[src/rtl/sd_decimator.sv]
// Sinc^2 (2nd-order CIC) decimator: 1-bit delta-sigma stream in, saturated BW-bit samples out at 1/2**R_LOG2.
// Sample is registered 1 clock after the decimating bit; an unconsumed sample is overwritten and flagged by overrun_o.
module sd_decimator #(
    parameter int BW     = 16,
    parameter int R_LOG2 = 4,
    parameter bit POL    = 1'b0
) (
    input  logic          clk_i,
    input  logic          rst_ni,
    input  logic          bit_i,
    input  logic          bit_valid_i,
    output logic [BW-1:0] dout_o,
    output logic          dout_valid_o,
    input  logic          dout_ready_i,
    output logic          overrun_o
);

    localparam int W  = 2*R_LOG2 + 2;
    localparam int SH = BW - 1 - 2*R_LOG2;

    logic [W-1:0]      i1_q, i2_q, i2d_q, c1d_q;
    logic [W-1:0]      x, i1_n, i2_n, c1, c2;
    logic [BW:0]       y_wide;
    logic [BW-1:0]     y;
    logic [R_LOG2-1:0] phase_q;
    logic [1:0]        settle_q;
    logic              dec, load;

    always_comb begin
        x    = (bit_i ^ POL) ? {{(W-1){1'b0}}, 1'b1} : {W{1'b1}};
        i1_n = i1_q + x;
        i2_n = i2_q + i1_n;
        c1   = i2_n - i2d_q;
        c2   = c1 - c1d_q;
        // c2 shifted by SH fills exactly BW+1 bits; only +R^2 overflows the BW-bit range
        y_wide = {c2, {SH{1'b0}}};
        if (y_wide[BW] != y_wide[BW-1]) begin
            y = y_wide[BW] ? {1'b1, {(BW-1){1'b0}}} : {1'b0, {(BW-1){1'b1}}};
        end else begin
            y = y_wide[BW-1:0];
        end
        dec  = bit_valid_i & (&phase_q);
        load = dec & (settle_q == 2'd2);
    end

    always_ff @(posedge clk_i or negedge rst_ni) begin
        if (!rst_ni) begin
            i1_q         <= '0;
            i2_q         <= '0;
            i2d_q        <= '0;
            c1d_q        <= '0;
            phase_q      <= '0;
            settle_q     <= 2'd0;
            dout_o       <= '0;
            dout_valid_o <= 1'b0;
            overrun_o    <= 1'b0;
        end else begin
            overrun_o <= 1'b0;
            if (bit_valid_i) begin
                i1_q    <= i1_n;
                i2_q    <= i2_n;
                phase_q <= phase_q + R_LOG2'(1);
            end
            if (dec) begin
                i2d_q <= i2_n;
                c1d_q <= c1;
                if (settle_q != 2'd2) begin
                    settle_q <= settle_q + 2'd1;
                end
            end
            // A coincident transfer frees the register, so only a stalled consumer counts as overrun
            if (load) begin
                dout_o       <= y;
                dout_valid_o <= 1'b1;
                overrun_o    <= dout_valid_o & ~dout_ready_i;
            end else if (dout_valid_o && dout_ready_i) begin
                dout_valid_o <= 1'b0;
            end
        end
    end

endmodule

[config.mk]
export PLATFORM = sky130hd
export DESIGN_NAME = sd_decimator
export DESIGN_NICKNAME = d
export VERILOG_FILES = /design/src/rtl/sd_decimator.sv
export SDC_FILE = /design/constraint.sdc
export NUM_CORES = 1
export LEC_CHECK = 0
export ABC_CLOCK_PERIOD_IN_PS = 7000
export CORE_AREA = 3 3 92 94
export CTS_BUF_LIST = sky130_fd_sc_hd__clkbuf_4
export DETAILED_ROUTE_END_ITERATION = 7
export DIE_AREA = 0 0 95 97
export GPL_ROUTABILITY_DRIVEN = 0
export MAX_ROUTING_LAYER = met4
export PLACE_DENSITY = 0.68
export SLEW_MARGIN = 20
export SYNTH_ARGS = -nofsm -noshare
export SYNTH_HDL_FRONTEND = slang
export SYNTH_SLANG_ARGS = --single-unit
[constraint.sdc]
create_clock -name clk_i -period 7 [get_ports clk_i]
set_input_delay 2.1 -clock clk_i [delete_from_list [all_inputs] [get_ports clk_i]]
set_output_delay 2.1 -clock clk_i [all_outputs]
set_load 0.01 [all_outputs]
==> flow_summary.toml <==
[outcome]
status = "complete, no violations"

[logic_synthesis]
async_flop_share_pct = 100
synth-edff-count = 0
ys_ff_latch = 58
ys_seq_area_share_pct = 37.5
syn_area_per_cell_sq_um = 9.83
synthesis.nets = 443
synth_area_leaders = "dfrtp_1, ha_1, mux2_2"
ys_warn_count = 0
synthCells = 394
ys_types = 43
synth_top_area_share_pct = 37.5
ys_top_cells_by_count = "dfrtp_1, ha_1, inv_1"
synth_top_cell_by_area = "dfrtp_1"
ys.flop_type = "dfrtp_1"
post-synth-top-count-cell = "dfrtp_1"
syn-cell-area_sq_um = 3870

[place]
place_ws_ns = -0.951
dp_hpwl_um = 5730
io_buffers = 22

[route]
ant_nets = 0
wl_per_cell_um = 13.1
drt_iter0_markers = 55
vias_per_cell = 5.17
dr.pass1.iters = 4
wl_um = 7610
vias = 3001
drc = 0

[clock_network]
clk_latency_ns = 0.41
cts-root-buf = "clkbuf_4"
clk_pin_slew_worst_paths_ns = 0.10
cts_tree = "yes"
clock_sinks = 58
htree_levels = 3
cts_made_buffers = 9
clockBufferDepth = 2
cts_hold_buf = 0

[die]
die_w_um = 95
initial_core_util_pct = 50.1
dieArea_sq_um = 9220
pin_count = 23
core_sq_um = 7730
num_rows = 32
die_y_um = 97

[sta]
fin_ws_ns = 0.323
period_minus_slack_ns = 6.68
timing.hold.ws_ns = 0.490
drv_slew = 0
fmax_mhz = 150
final_hold_viol_count = 0
slew_headroom_pct = 50.7
clock_skew_ns = 0.0117
post-route-period-util_pct = 95.4
max_slew.worst_pin.slew_ns = 0.739
fin_setup_tns_ns = 0
setup_violations = 0

[setup_path]
path_class = "primary input to register"
crit_path_end_kind = "register"
path_delay_family = "compound AO/OA/AOI/OAI gates"
start_kind = "primary input"
slowest_delay_ns = 0.37
crit_buf_inv = 4
cp_data_required_time_ns = 7.28
arrival_ns = 6.95
path_max_fanout = 5
cpMaxStageDelayCell = "ha_2"

[global_route]
grt_first_pass_wirelength_um = 13300
grtUsageTotal_pct = 18.7
grt_pass1_vias = 3071
antenna_found_initial = 0
grt_max_degree = 59
overflow = 0

[final_layout]
fin_util_pct = 62.9
layout.nets = 522
n_antenna_cell = 0
drive_gt1_share_pct = 27.8
syn_to_final_growth_pct = 25.6
fillers = 645

[run]
cap_violations = 0

[hold_path]
hold_path_class = "register to register"
## area by class of cell
class | instances | area (sq um) | area share (%)
Multi-Input combinational cell | 284 | 2380 | 48.9
Sequential cell | 58 | 1450 | 29.8
Timing Repair Buffer | 82 | 661 | 13.6
Inverter | 38 | 143 | 2.93
Tap cell | 102 | 128 | 2.62
Clock buffer | 11 | 82.6 | 1.70
Clock inverter | 5 | 21.3 | 0.437
## cells in the final DEF, fill, tap and decap left out, types with 2 or more instances in the layout
master / netlist / routed
buf_4: 6 / 60
dfrtp_1: 58 / 58
inv_1: 38 / 38
ha_1: 40 / 36
nand2_1: 32 / 32
o21ai_0: 32 / 29
xnor2_1: 28 / 22
mux2_2: 22 / 22
clkdlybuf4s50_1: 0 / 20
nor2_1: 20 / 17
a21oi_1: 23 / 17
a21o_1: 13 / 13
clkbuf_4: 0 / 11
xnor2_2: 3 / 9
xor2_1: 9 / 7
a21oi_2: 0 / 6
nor2b_1: 6 / 6
nand2b_1: 5 / 5
o21bai_1: 4 / 4
and3_1: 4 / 4
a22oi_1: 5 / 4
nor2_2: 0 / 3
fa_1: 4 / 3
clkinv_1: 0 / 3
o211ai_1: 2 / 2
o21ai_2: 0 / 2
a21boi_2: 0 / 2
nand3_1: 3 / 2
xor2_2: 0 / 2
nor3b_1: 2 / 2
o31ai_1: 2 / 2
nand4_1: 2 / 2
o221ai_1: 2 / 2
o311ai_0: 2 / 2
nor3_1: 3 / 2
ha_2: 0 / 2
ha_4: 0 / 2
clkinv_2: 0 / 2
## final timing paths
| path | endpoint | slack (ns) | cells after the start | from |
|---|---|---|---|---|
| worst max register to register | dout_o[11] | 1.65 | 25 | i1_q[0] |
| worst min register to register | phase_q[3] | 0.49 | 1 | phase_q[3] |
| min in group asynchronous | dout_o[15] | 1.82 | 2 | rst_ni |
| worst min-delay path | phase_q[3] | 0.49 | 1 | phase_q[3] |
| worst max-delay path | dout_o[11] | 0.32 | 27 | bit_i |
| max in group asynchronous | i1_q[1] | 4.67 | 2 | rst_ni |
## logic make-up (layout without fill, tap and decap cells)
group	count (synthesis)	after routing	share of synthesized area, %
xor gates and xnor gates	40	40	9.63
adders and majority gates	44	44	15.0
buffers and inverters	52	136	5.62
muxes	23	23	6.66
and+or+nand+nor	82	82	10.3
AOI/OAI and AO/OA	95	95	15.3
DFF	58	58	37.5
## timing repair
action | 4_1_cts | 5_1_grt
gates resized for setup | 15 | 25
endpoints found under the setup margin | 10 | 9
setup buffers | 1 | 2
pin swaps | 6 | 7
## per-stage QoR
step | area [sq um] | cells
CTS | 4740 | 578
detailed placement | 4570 | 561
global placement | 4570 | 561
finish | 4860 | 580
floorplan | 3870 | 394
global route | 4860 | 580
## metal layers
| metal | global-route usage, % | vias to the layer above | wire, um |
|---|---|---|---|
| li1 | - | 1521 | - |
| met1 | 21.6 | 1432 | 3300 |
| met2 | 31.8 | 38 | 3990 |
| met3 | 3.97 | 10 | 223 |
| met4 | 5.99 | 0 | 92 |
| met5 | - | - | 0 |
## sequential cells by signal (all words and copies together), names as in the netlist
register / cells
c1d_q: 10
dout_o: 10
dout_valid_o: 1
i1_q: 10
i2_q: 10
i2d_q: 10
overrun_o: 1
phase_q: 4
settle_q: 2
Power is not shown: default switching activity piles up to over one toggle a cycle in this logic, so the estimate is an artifact.
